===== config.mk =====
export PLATFORM = sky130hd
export DESIGN_NAME = alu_r32i
export DESIGN_NICKNAME = d
export VERILOG_FILES = /design/src/rtl/alu_r32i_pkg.sv /design/src/rtl/alu_r32i_mul.sv /design/src/rtl/alu_r32i.sv
export SDC_FILE = /design/constraint.sdc
export NUM_CORES = 1
export LEC_CHECK = 0
export ABC_AREA = 1
export BUFFER_PORTS_ARGS = -buffer_cell sky130_fd_sc_hd__buf_2
export CAP_MARGIN = 20
export CORE_MARGIN = 3
export CORE_UTILIZATION = 55
export DETAILED_ROUTE_END_ITERATION = 6
export PLACE_DENSITY = 0.77
export SYNTH_ARGS = -nofsm -noshare
export SYNTH_HDL_FRONTEND = slang
export SYNTH_SLANG_ARGS = --single-unit

===== constraint.sdc =====
create_clock -name clock -period 5.2 [get_ports clock]
set_clock_uncertainty 0.05 [all_clocks]
set_input_delay 1.04 -clock clock [delete_from_list [all_inputs] [get_ports clock]]
set_output_delay 1.04 -clock clock [all_outputs]
set_load 0.02 [all_outputs]

===== src/rtl/alu_r32i_pkg.sv =====
// alu_r32i_pkg: operation codes and width constants shared by the ALU,
// its multiplier and the bench.
package alu_r32i_pkg;

    localparam int unsigned DATA_W_DEF = 32;
    localparam int unsigned SHAMT_W    = 5;

    typedef enum logic [3:0] {
        OP_ADD    = 4'd0,
        OP_SUB    = 4'd1,
        OP_SLL    = 4'd2,
        OP_SLT    = 4'd3,
        OP_SLTU   = 4'd4,
        OP_XOR    = 4'd5,
        OP_SRL    = 4'd6,
        OP_SRA    = 4'd7,
        OP_OR     = 4'd8,
        OP_AND    = 4'd9,
        OP_CPY    = 4'd10,
        OP_MUL    = 4'd11,
        OP_MULH   = 4'd12,
        OP_MULHSU = 4'd13,
        OP_MULHU  = 4'd14,
        OP_RSVD   = 4'd15
    } alu_op_e;

    // Signedness select for the multiplier: bit 1 = A signed, bit 0 = B signed.
    localparam logic [1:0] MUL_UU = 2'b00;
    localparam logic [1:0] MUL_SU = 2'b10;
    localparam logic [1:0] MUL_SS = 2'b11;

endpackage


===== src/rtl/alu_r32i_mul.sv =====
// alu_r32i_mul: combinational signed/unsigned multiplier producing the full
// 2*DATA_W-bit product. Each operand is extended by one bit (sign or zero
// according to i_sign) so a single signed multiply covers all three cases.
module alu_r32i_mul
    import alu_r32i_pkg::*;
#(
    parameter int unsigned DATA_W = DATA_W_DEF
) (
    input  logic [DATA_W-1:0]   i_a,
    input  logic [DATA_W-1:0]   i_b,
    input  logic [1:0]          i_sign,
    output logic [2*DATA_W-1:0] o_prod
);

    logic signed [DATA_W:0]     w_a_ext;
    logic signed [DATA_W:0]     w_b_ext;
    logic signed [2*DATA_W+1:0] w_prod;

    // Operand extension and the shared signed product.
    always_comb begin
        w_a_ext = {i_sign[1] & i_a[DATA_W-1], i_a};
        w_b_ext = {i_sign[0] & i_b[DATA_W-1], i_b};
        w_prod  = w_a_ext * w_b_ext;
        o_prod  = w_prod[2*DATA_W-1:0];
    end

endmodule


===== src/rtl/alu_r32i.sv =====
// alu_r32i: registered integer ALU, one operation per cycle, 1-cycle latency.
// Build option: define ALU_R32I_MUL_EN to implement MUL/MULH/MULHSU/MULHU;
// without it no multiplier exists and those codes yield 0.
module alu_r32i
    import alu_r32i_pkg::*;
#(
    parameter int unsigned DATA_W = DATA_W_DEF
) (
    input  logic                     clock,
    input  logic                     reset,
    input  logic signed [DATA_W-1:0] A,
    input  logic signed [DATA_W-1:0] B,
    input  logic [3:0]               alucode,
    output logic signed [DATA_W-1:0] result
);

    alu_op_e              w_op;
    logic [SHAMT_W-1:0]   w_shamt;
    logic [DATA_W-1:0]    w_a;
    logic [DATA_W-1:0]    w_b;
    logic [DATA_W-1:0]    w_next;
    logic [DATA_W-1:0]    r_result;

    assign w_op    = alu_op_e'(alucode);
    assign w_a     = A;
    assign w_b     = B;
    assign w_shamt = w_b[SHAMT_W-1:0];

`ifdef ALU_R32I_MUL_EN
    logic [1:0]          w_mul_sign;
    logic [2*DATA_W-1:0] w_prod;

    // Signedness select derived from the high-half multiply variant.
    always_comb begin
        w_mul_sign = MUL_SS;
        case (w_op)
            OP_MULHSU: w_mul_sign = MUL_SU;
            OP_MULHU:  w_mul_sign = MUL_UU;
            default:   w_mul_sign = MUL_SS;
        endcase
    end

    alu_r32i_mul #(
        .DATA_W (DATA_W)
    ) u_mul (
        .i_a    (w_a),
        .i_b    (w_b),
        .i_sign (w_mul_sign),
        .o_prod (w_prod)
    );
`endif

    // Next-result selection from operands and operation code.
    always_comb begin
        w_next = '0;
        case (w_op)
            OP_ADD:  w_next = w_a + w_b;
            OP_SUB:  w_next = w_a - w_b;
            OP_SLL:  w_next = w_a << w_shamt;
            OP_SLT:  w_next = {{(DATA_W-1){1'b0}}, (A < B)};
            OP_SLTU: w_next = {{(DATA_W-1){1'b0}}, (w_a < w_b)};
            OP_XOR:  w_next = w_a ^ w_b;
            OP_SRL:  w_next = w_a >> w_shamt;
            OP_SRA:  w_next = A >>> w_shamt;
            OP_OR:   w_next = w_a | w_b;
            OP_AND:  w_next = w_a & w_b;
            OP_CPY:  w_next = w_b;
`ifdef ALU_R32I_MUL_EN
            OP_MUL:    w_next = w_prod[DATA_W-1:0];
            OP_MULH,
            OP_MULHSU,
            OP_MULHU:  w_next = w_prod[2*DATA_W-1:DATA_W];
`endif
            default: w_next = '0;
        endcase
    end

    // Result register; reset overrides any operation presented that cycle.
    always_ff @(posedge clock) begin
        if (reset) begin
            r_result <= '0;
        end else begin
            r_result <= w_next;
        end
    end

    assign result = r_result;

endmodule


[Word-level counts from Yosys, hierarchy flattened]
Index checks and enable logic that the tools add are counted.
Cells by class
  add/subtract/negate cells: 2
  $mul: 0
  divide/modulo/power cells: 0
  order comparisons: 2
  equality and inequality tests: 10
  shift operators: 3
  mux-type cells: 1
  bitwise gates (word level): 3
  reduce and logical (&&, ||, !) cells: 1
Operators with widths (count)
  case mux 32 bit (11 select lines): 1
  < comparator 32 bit: 2
  adder 32 bit: 1
  bitwise AND 32 bit: 1
  OR 32 bit: 1
  << shifter 32 x 5 -> 32 bit: 1
  right shift 32 x 5 -> 32 bit: 1
  >>> shifter 32 x 5 -> 32 bit: 1
  subtractor 32 bit: 1
  XOR 32 bit: 1
  == test 4 x 3 -> 1 bit, second input constant: 4
  == test 4 bit, second input constant: 3
  == test 4 x 2 -> 1 bit, second input constant: 2
  == test 4 x 1 -> 1 bit, second input constant: 1
  zero test 4 bit: 1
Word-level totals
  register bits after elaboration: 32
  latch bits: 0
  bits in writable memories: 0
  bits in read-only memories: 0
  bits of input ports: 70
  output and inout port bits: 32
  word-level logic and storage cells: 23
  memories kept: 0

[Longest topological paths before layout]
Gate-level depths: netlist of the first run.
  depth after elaboration: 2
  depth in mapped cells: 21
  depth with buffers taken out: 18

[Least setup slack after synthesis of the first run]
Ideal clock, no wire load.
  path kind: in2reg
  start point: input port B[4]
  end point: register r_result[25], in the netlist result[25]
  library setup time: 0.128 ns
  arrival: 3.034 ns
  setup slack: 1.988 ns
  stages on the path: 15
  path buffers: 3
  path through: buf_2 inv_1 clkbuf_1 ha_1 buf_2 nor2_1 nand3_1 nand3_1 nand2_1 nand2_1 nand3_1 a21oi_1 nor2_1 nor2_1 nor2_1
Between the ends
  longest elaborated chain between the ends: 2
  elaborated cells on any way between the ends: 6
Ends and longest elaborated chain
  start, declared: line alu_r32i.sv:12  | input logic signed [DATA_W-1:0] B,
  subtractor 32 bit (tied with other cells): line alu_r32i.sv:58  | OP_SUB: w_next = w_a - w_b;
  case mux 32 bit (11 select lines) (*): line alu_r32i.sv:56  | case (w_op)
  end signal, assigned: line alu_r32i.sv:83  | r_result <= w_next;
  end, declared: line alu_r32i.sv:22  | logic [DATA_W-1:0] r_result;
Mark *: on every way between the ends. The rest lies on a longest branch, timed or not.
A chain may end at the register's enable or synchronous reset.

[Final worst setup path of the first run]
  start point: input port B[0]
  end point: register r_result[16], in the netlist result[16]
Same word-level chain as after synthesis.

==> metrics.md, run 1 <==
| Metric | Value |
|---|---|
| Outcome | `finished with violations` |
| Violated checks | `DRC` |
| Post-Route WL | `53,800 µm` |
| Number of port buffers | `101` |
| Comb pwr share | `0.652` |
| Synthesized Nets | `2,454` |
| Worst Tran Pin Value | `1110 ps` |
| Hold slack | `1160 ps` |
| # DRC | `10` |
| Pwr dens | `153 nW/µm²` |
| Seq cells post-synth | `32` |
| CP Data Required Time | `5340 ps` |
| Initial antenna violation count | `0` |
| Internal power | `812 µW` |
| Number of synthesized flops with an enable pin | `0` |
| Fmax | `0.263 GHz` |
| GPL Wtd Cong | `1.10` |
| Gr usage total | `0.467` |
| Hold Crit Start | `reset` |
| Psw | `1020 µW` |
| Tcrit/Tclk final | `0.732` |
| Die H | `149 µm` |
| Detail Placement HPWL | `43,500 µm` |
| Setup_tns | `0 ps` |
| Post-cts hold buffer count | `0` |
| Pwr Total | `1830 µW` |
| Multi-input logic area | `8870 µm²` |
| Leak | `0.00703 µW` |
| Final min period | `3810 ps` |
| Flop pwr share | `0.149` |
| Slowest-stage cell, CP | `buf_2` |
| Pin count of the biggest net entering global routing | `65` |
| Die ar. | `22,200 µm²` |
| Hold Path Class | `in2reg` |
| Area leader, netlist | `nand2_1` |
| Postcts setup bufs | `0` |
| Dominant synthesized flop cell | `dfxtp_1` |
| Global route total overflow | `0` |
| Via Count | `16.0k` |
| Synth warnings | `0` |
| First drt pass iteration count | `7` |
| Final Max Slew Viols | `0` |
| DP Worst Slack | `1220 ps` |
| # setup viols final | `0` |
| Initial Util | `0.570` |
| Clock slew at reported path FFs | `60 ps` |
| Relative slew slack | `0.258` |
| Clk pwr share | `0.199` |
| Post-route ant nets | `0` |
| Syn avg cell area | `4.94 µm²` |
| Worst vdd ir | `0.146 mV` |
| Max FFs per register | `32` |
| Core area | `19,800 µm²` |
| Unrepaired setup endpoints after global routing | `false` |
| FF/Latch Area | `641 µm²` |
| # diodes | `0` |
| Post-CTS Resized | `0` |
| Area delta synth->final | `5.91%` |
| Num Clock Sinks | `32` |
| Vias in the first global route | `13.9k` |
| Worst setup margin | `1390 ps` |
| Worst Hold Path EP | `result[15]` |
| Worst Path Arrival | `3950 ps` |
| Max Cap Viol | `0` |
| Fin. Hold Viols | `0` |
| Worst-path fanout max | `36` |
| Largest stage delay, worst path | `600 ps` |
| FFs w/ async S/R, synth | `0` |
| Vias per cell | `6.22` |
| Clock root cell | `clkbuf_16` |
| Switch share | `0.556` |
| Count of cell types in the netlist | `42` |
| Die W | `149 µm` |
| Crit-path cells | `buf_2 -> ha_1 -> inv_1 -> fa_1 -> inv_1 -> nand3_1 -> nand3_1 -> nand2_1 -> nand2_1 -> inv_1 -> nor2_1 -> o21ai_0 -> nand3_1 -> nand3_1 -> nand2_1 -> inv_1` |
| Share of layout cells above drive strength 1 | `0.0653` |
| Worst Hold Path Cells | `2` |
| Routed len/inst | `20.9 µm` |
| Area contributors post-synth | `nand2_1 (26%), nand3_1 (20%), inv_1 (11%)` |
| Num CTS Buffers | `5` |
| Post-synthesis sequential area ratio | `0.0569` |
| Mapped Cells | `2,282` |
| IO Pins | `102` |
| Mapped cell area | `11,300 µm²` |
| CTS tree | `done` |
| H-tree depth | `2` |
| Number of DRC markers in iteration 0 | `2,683` |
| Row cnt | `51` |
| Post-synth top area share | `0.256` |
| Nets@finish | `2,484` |
| Critical path endpoint category | `flip-flop` |
| Worst Setup Start Kind | `input pin` |
| Fillers | `2,125` |
| CTS Buffer Depth | `2` |
| First-pass GRT wire length | `79,800 µm` |
| Crit path kind | `in2reg` |
[per-layer routing]
metal  track usage  up-vias  part of all wire
met5        0.0182        -            0.0010
met4         0.282        2             0.079
met3         0.136      246              0.15
met2         0.653     1355              0.39
met1         0.627     7061              0.38
li1              -     7363                 -
[cell usage in the layout (no fill, tap or decap), drive strengths merged]
cell / count
nand2: 775
dfxtp: 32
bufinv: 1
or2: 3
buf: 116
clkbuf: 6
xor2: 2
nand3: 440
o21bai: 8
ha: 100
a22o: 1
inv: 349
o211ai: 13
clkinv: 1
o221ai: 1
nor2: 207
nor4: 6
mux2i: 1
o2111ai: 1
nor3: 25
and2: 7
nand3b: 1
a211oi: 2
o31ai: 1
a21oi: 82
fa: 2
a31oi: 2
o22ai: 38
and3: 4
nor3b: 1
nand4: 22
o21ai: 63
[cells in the mapped netlist, drive strengths merged, types with 7 or more instances]
cell type,number
nand2,775
nand3,440
inv,349
buf,72
o21bai,8
ha,100
dfxtp,32
o21ai,63
o211ai,13
nand4,22
nor3,25
o22ai,38
nor2,207
a21oi,82
clkbuf,21
and2,7
[layout make-up]
cell class	count	area share
Sequential cell	32	0.0537
Tap cell	265	0.0278
Timing Repair Buffer	116	0.0518
Clock inverter	2	0.00294
Inverter	349	0.110
Clock buffer	6	0.0108
Multi-Input combinational cell	1808	0.743
[worst max-delay path: cells and delay by family]
| kind | cells | cell delay (ps) |
|---|---|---|
| adders and majority gates | 2 | 840 |
| AOI/OAI and AO/OA | 1 | 100 |
| buffers and inverters | 5 | 980 |
| and+or+nand+nor | 8 | 970 |
[power by group through the flow]
stage	Sequential (µW)	Clock [µW]	Combinational [µW]
detailed placement	277	0	1130
global route	273	371	1280
floorplan	301	0	738
finish	272	365	1190
CTS	272	360	1130
global placement	277	0	1110
[cells by family after synthesis]
| logic type | count (synthesis) | share of synthesized area |
|---|---|---|
| adder cells (fa/ha/maj) | 102 | 0.115 |
| flip-flops | 32 | 0.0569 |
| AND/OR/NAND/NOR | 1491 | 0.565 |
| XOR/XNOR | 2 | 0.00155 |
| buffers and inverters | 442 | 0.156 |
| multiplexers | 1 | 0.000888 |
| AO/OA/AOI/OAI | 212 | 0.105 |
[metrics by stage]
step	instances	cell area, µm²	util
2_1_floorplan	2282	11300	-
3_3_place_gp	2570	11800	0.595
3_5_place_dp	2570	11800	0.595
4_1_cts	2578	11900	0.603
5_1_grt	2578	11900	0.603
6_report	2578	11900	0.603
[worst max path at each step]
stage                     cells after the start  slack [ps]  from    endpoint
after global placement                       16        1260  B[0]  result[16]
final                                        16        1390  B[0]  result[16]
after detailed placement                     16        1220  B[0]  result[16]
after CTS                                    16        1510  B[0]  result[16]
after global routing                         16        1220  B[4]  result[29]
after floorplan                              15        1990  B[4]  result[25]
No activity file was read; power rests on OpenSTA's default activity.
==> run 2, diff against run 1 <==
--- a/config.mk
+++ b/config.mk
@@ -5,13 +5,13 @@
 export SDC_FILE = /design/constraint.sdc
 export NUM_CORES = 1
 export LEC_CHECK = 0
-export ABC_AREA = 1
+export ABC_AREA = 0
 export BUFFER_PORTS_ARGS = -buffer_cell sky130_fd_sc_hd__buf_2
 export CAP_MARGIN = 20
 export CORE_MARGIN = 3
 export CORE_UTILIZATION = 55
 export DETAILED_ROUTE_END_ITERATION = 6
-export PLACE_DENSITY = 0.77
+export PLACE_DENSITY = 0.8
 export SYNTH_ARGS = -nofsm -noshare
 export SYNTH_HDL_FRONTEND = slang
 export SYNTH_SLANG_ARGS = --single-unit
==> constraint.sdc (replaced) <==
create_clock -name clock -period 3.2 [get_ports clock]
set_clock_uncertainty 0.05 [all_clocks]
set_input_delay 0.64 -clock clock [delete_from_list [all_inputs] [get_ports clock]]
set_output_delay 0.64 -clock clock [all_outputs]
set_load 0.02 [all_outputs]
==> run 2 against run 1 <==
Against the previous run: the run now fails in global routing (5_1_grt); area after synthesis fell by 16%; synthesized cell count fell by 36%.
==> metrics.md, run 2 <==
| Metric | Value |
|---|---|
| Post-synthesis mux area share | `0.0892 (+0.0883)` |
| Stopping stage | `global routing (5_1_grt)` |
| Pin count of the biggest net entering global routing | `95` |
| Mapped cell area | `9520 µm² (-16%)` |
| Die H | `138 µm (-7.8%)` |
| Detail Placement HPWL | `39,700 µm (-8.8%)` |
| Post-synth top area share | `0.131 (-0.125)` |
| Largest family of logic cells by synthesized area | `compound AO/OA/AOI/OAI gates` |
| Synth warnings | `0 (unchanged)` |
| Commonest cells post-synth | `nor2_1 (184), a21oi_1 (173), o21ai_0 (133)` |
| Worst EP Category | `register input` |
| Syn avg cell area | `6.54 µm² (+32%)` |
| Number of synthesized flops with an enable pin | `0 (unchanged)` |
| Outcome | `did not finish` |
| Clock root cell | `clkbuf_16` |
| Dominant synthesized flop cell | `dfxtp_1` |
| Crit. endpoint post-GRT repair | `result[28]$_SDFF_PP0_/D` |
| Count of cell types in the netlist | `83 (+98%)` |
| Seq cells post-synth | `32 (unchanged)` |
| Simple-Gate Fraction of Synth Area | `0.210 (-0.355)` |
| Area contributors post-synth | `ha_1 (13%), a21oi_1 (9.1%), nor2_1 (7.3%)` |
| Area leader, netlist | `ha_1` |
| Initial Util | `0.568 (-0.00189)` |
| First Err | `[ERROR GRT-0232] Routing congestion too high. Check the congestion heatmap in the GUI.` |
| H-tree depth | `2 (unchanged)` |
| Synthesized Nets | `1,628 (-34%)` |
| Global route total overflow | `1` |
| Compound-gate portion of the synthesized area | `0.394 (+0.289)` |
| Mapped Cells | `1,456 (-36%)` |
| Gr usage total | `0.645` |
| Row cnt | `47 (-7.8%)` |
| Synth Area in XOR/XNOR | `0.00828 (+0.00673)` |
| Num Clock Sinks | `32 (unchanged)` |
| CTS Buffer Depth | `2 (unchanged)` |
| Most frequent cell after synthesis | `nor2_1` |
| Die W | `138 µm (-7.8%)` |
| Post-cts hold buffer count | `0 (unchanged)` |
| Num CTS Buffers | `5 (unchanged)` |
| Post-synthesis sequential area ratio | `0.0673 (+0.0105)` |
| GPL Wtd Cong | `1.20 (+9.5%)` |
| Area share of fa/ha/maj cells after synthesis | `0.136 (+0.0211)` |
| Number of port buffers | `101 (unchanged)` |
| IO Pins | `102 (unchanged)` |
| FFs w/ async S/R, synth | `0 (unchanged)` |
==> run 2: logic make-up after synthesis <==
family / count (synthesis)
xor gates and xnor gates: 9
and+or+nand+nor: 447
AOI/OAI and AO/OA: 578
DFF: 32
muxes: 71
adders and majority gates: 102
buffers and inverters: 217
==> run 2: repair_timing <==
action / in CTS
pin swaps: 20
gates resized for setup: 37
buffers inserted: 7
endpoints found under the setup margin: 21
==> run 2: routing by layer <==
metal	global-route usage	GRT overflow
met2	0.856	0
met3	0.405	0
met5	0.0750	0
met4	0.631	1
met1	0.671	0
==> run 2: stage by stage <==
stage,instances,setup slack (ps),cell area (µm²),hold slack (ps)
global placement,2018,-595,12600,957
CTS,2032,-180,13000,650
detailed placement,2018,-646,12600,961
floorplan,1456,-501,9650,781
==> run 3, diff against run 2 <==
--- a/config.mk
+++ b/config.mk
@@ -9,9 +9,9 @@
 export BUFFER_PORTS_ARGS = -buffer_cell sky130_fd_sc_hd__buf_2
 export CAP_MARGIN = 20
 export CORE_MARGIN = 3
-export CORE_UTILIZATION = 55
+export CORE_UTILIZATION = 40
 export DETAILED_ROUTE_END_ITERATION = 6
-export PLACE_DENSITY = 0.8
+export PLACE_DENSITY_LB_ADDON = 0.15
 export SYNTH_ARGS = -nofsm -noshare
 export SYNTH_HDL_FRONTEND = slang
 export SYNTH_SLANG_ARGS = --single-unit
==> constraint.sdc (replaced) <==
create_clock -name clock -period 4.16 [get_ports clock]
set_clock_uncertainty 0.05 [all_clocks]
set_input_delay 0.832 -clock clock [delete_from_list [all_inputs] [get_ports clock]]
set_output_delay 0.832 -clock clock [all_outputs]
set_load 0.02 [all_outputs]
==> run 3 against run 2 <==
Against the previous run: the run now ends clean; synthesized cell count unchanged; area after synthesis unchanged.
==> metrics.md, run 3 <==
| Metric | Value |
|---|---|
| Mapped Cells | `1,456 (unchanged)` |
| Via Count | `12.1k` |
| Number of port buffers | `101 (unchanged)` |
| Area leader, netlist | `ha_1` |
| CTS Buffer Depth | `2 (unchanged)` |
| Area delta synth->final | `16.6%` |
| Gr usage total | `0.371` |
| Die ar. | `25,700 µm²` |
| Relative slew slack | `0.306` |
| Final Max Slew Viols | `0` |
| Fillers | `2,516` |
| Number of DRC markers in iteration 0 | `1,548` |
| Worst setup margin | `328 ps` |
| Post-CTS Resized | `0 (-100%)` |
| Core Util, Final | `0.483` |
| Compound-gate portion of the synthesized area | `0.394 (unchanged)` |
| Unrepaired setup endpoints after global routing | `false` |
| Most frequent cells in the layout | `nor2_1 (182), a21oi_1 (173), o21ai_0 (133), buf_4 (133), nand2_1 (123)` |
| Leak | `0.00501 µW` |
| Worst Setup Start Kind | `input pin` |
| Die W | `160 µm (+17%)` |
| Postcts setup bufs | `0 (-7)` |
| CP Data Required Time | `4280 ps` |
| Pin count of the biggest net entering global routing | `95` |
| Hold Path Class | `in2reg` |
| Max Cap Viol | `0` |
| Worst Path Arrival | `3950 ps` |
| Post-synth top area share | `0.131 (unchanged)` |
| First drt pass iteration count | `5` |
| Area contributors post-synth | `ha_1 (13%), a21oi_1 (9.1%), nor2_1 (7.3%)` |
| Core area | `23,000 µm²` |
| Outcome | `finished clean` |
| Clock slew at reported path FFs | `60 ps` |
| # placed instances | `1,891 (-6.3%)` |
| Largest family of logic cells by synthesized area | `compound AO/OA/AOI/OAI gates` |
| H-tree depth | `2 (unchanged)` |
| Post-Route WL | `49,600 µm` |
| Most common cell after layout, fill and taps aside | `nor2_1` |
| Fin cells | `1,899` |
| Fmax | `0.261 GHz` |
| Detail Placement HPWL | `39,800 µm (+0.44%)` |
| Count of cell types in the netlist | `83 (unchanged)` |
| Setup_tns | `0 ps` |
| Seq cells post-synth | `32 (unchanged)` |
| Critical path endpoint category | `flip-flop` |
| Initial Util | `0.414 (-0.154)` |
| Worst Tran Pin Value | `1040 ps` |
| GPL Wtd Cong | `1.02 (-15%)` |
| Synthesized Nets | `1,628 (unchanged)` |
| Tcrit/Tclk final | `0.921` |
| Post-synthesis mux area share | `0.0892 (unchanged)` |
| FFs w/ async S/R, synth | `0 (unchanged)` |
| Synth Area in XOR/XNOR | `0.00828 (unchanged)` |
| Num Clock Sinks | `32 (unchanged)` |
| Die H | `160 µm (+17%)` |
| Number of synthesized flops with an enable pin | `0 (unchanged)` |
| Final min period | `3830 ps` |
| Crit path kind | `in2reg` |
| Pwr dens | `199 nW/µm²` |
| DP Worst Slack | `100 ps (+747 ps)` |
| # setup viols final | `0` |
| Synth warnings | `0 (unchanged)` |
| First-pass GRT wire length | `72,900 µm` |
| Vias in the first global route | `11.3k` |
| Worst vdd ir | `0.133 mV` |
| Commonest cells post-synth | `nor2_1 (184), a21oi_1 (173), o21ai_0 (133)` |
| Nets@finish | `1,757` |
| Max FFs per register | `32` |
| Initial antenna violation count | `0` |
| Syn avg cell area | `6.54 µm² (unchanged)` |
| Row cnt | `55 (+17%)` |
| Global route total overflow | `0` |
| Vias per cell | `6.37` |
| Mapped cell area | `9520 µm² (unchanged)` |
| Most frequent cell after synthesis | `nor2_1` |
| Post-cts hold buffer count | `0 (unchanged)` |
| Share of layout cells above drive strength 1 | `0.185` |
| Worst Hold Path Cells | `3` |
| Worst-path fanout max | `5` |
| Routed len/inst | `26.1 µm` |
| Area share of fa/ha/maj cells after synthesis | `0.136 (unchanged)` |
| Clock root cell | `clkbuf_16` |
| Post-route ant nets | `0` |
| Dominant synthesized flop cell | `dfxtp_1` |
| Num CTS Buffers | `5 (unchanged)` |
| IO Pins | `102 (unchanged)` |
| Post-synthesis sequential area ratio | `0.0673 (unchanged)` |
| CTS tree | `done` |
| Simple-Gate Fraction of Synth Area | `0.210 (unchanged)` |
| Hold slack | `862 ps` |
| # DRC | `0` |
| Fin. Hold Viols | `0` |
| # diodes | `0` |
-- run 3: cell counts after synthesis --
Identical to the previous run, type by type.
-- run 3: report_power, final --
| group | internal [µW] | switching, µW | total [µW] |
|---|---|---|---|
| combinational | 523 | 949 | 1470 |
| sequential | 332 | 6.94 | 339 |
| clock | 239 | 155 | 394 |
-- run 3: metal layers --
layer / part of all wire / wire length (µm) / global-route usage
met5: 0 / 0 / 0
met4: 0.063 / 3120 / 0.193
met3: 0.077 / 3840 / 0.0438
met2: 0.45 / 22200 / 0.591
met1: 0.41 / 20400 / 0.491
-- run 3: cell families after synthesis --
family	after synthesis
fa+ha+maj	102
mux	71
simple gates	447
buf+inv	217
xor+xnor	9
compound gates	578
flops	32
-- run 3: stage by stage --
stage / cell area (µm²) / power, µW
after CTS: 11100 / 2170
final: 11100 / 2200
after global routing: 11100 / 2320
after global placement: 10900 / 1780
after floorplan: 9530 / 1220
after detailed placement: 10900 / 1770
-- run 3: cell type report --
cell class	instances	area, µm²	share of cell area
clock buffer	8	146	0.0132
inverter	104	390	0.0352
sequential	32	641	0.0578
tap	313	392	0.0353
timing repair buffer	235	1540	0.139
multi-input combinational	1207	7980	0.720
-- run 3: path summary, 6_finish.rpt --
check,to,slack (ps),startpoint
setup / recovery,result[27],330,B[1]
hold / removal,result[11],860,B[11]
-- run 3: critical path: stages --
cell,delay [ps]
buf_4,130
inv_1,110
buf_4,160
ha_1,160
nor2b_1,140
o311ai_1,340
a21oi_1,180
a211oi_1,280
buf_4,180
nor4_1,50
buf_4,150
o21ai_1,210
o211ai_1,190
a31oi_1,270
o22ai_1,130
o21ai_0,320
a21oi_1,110
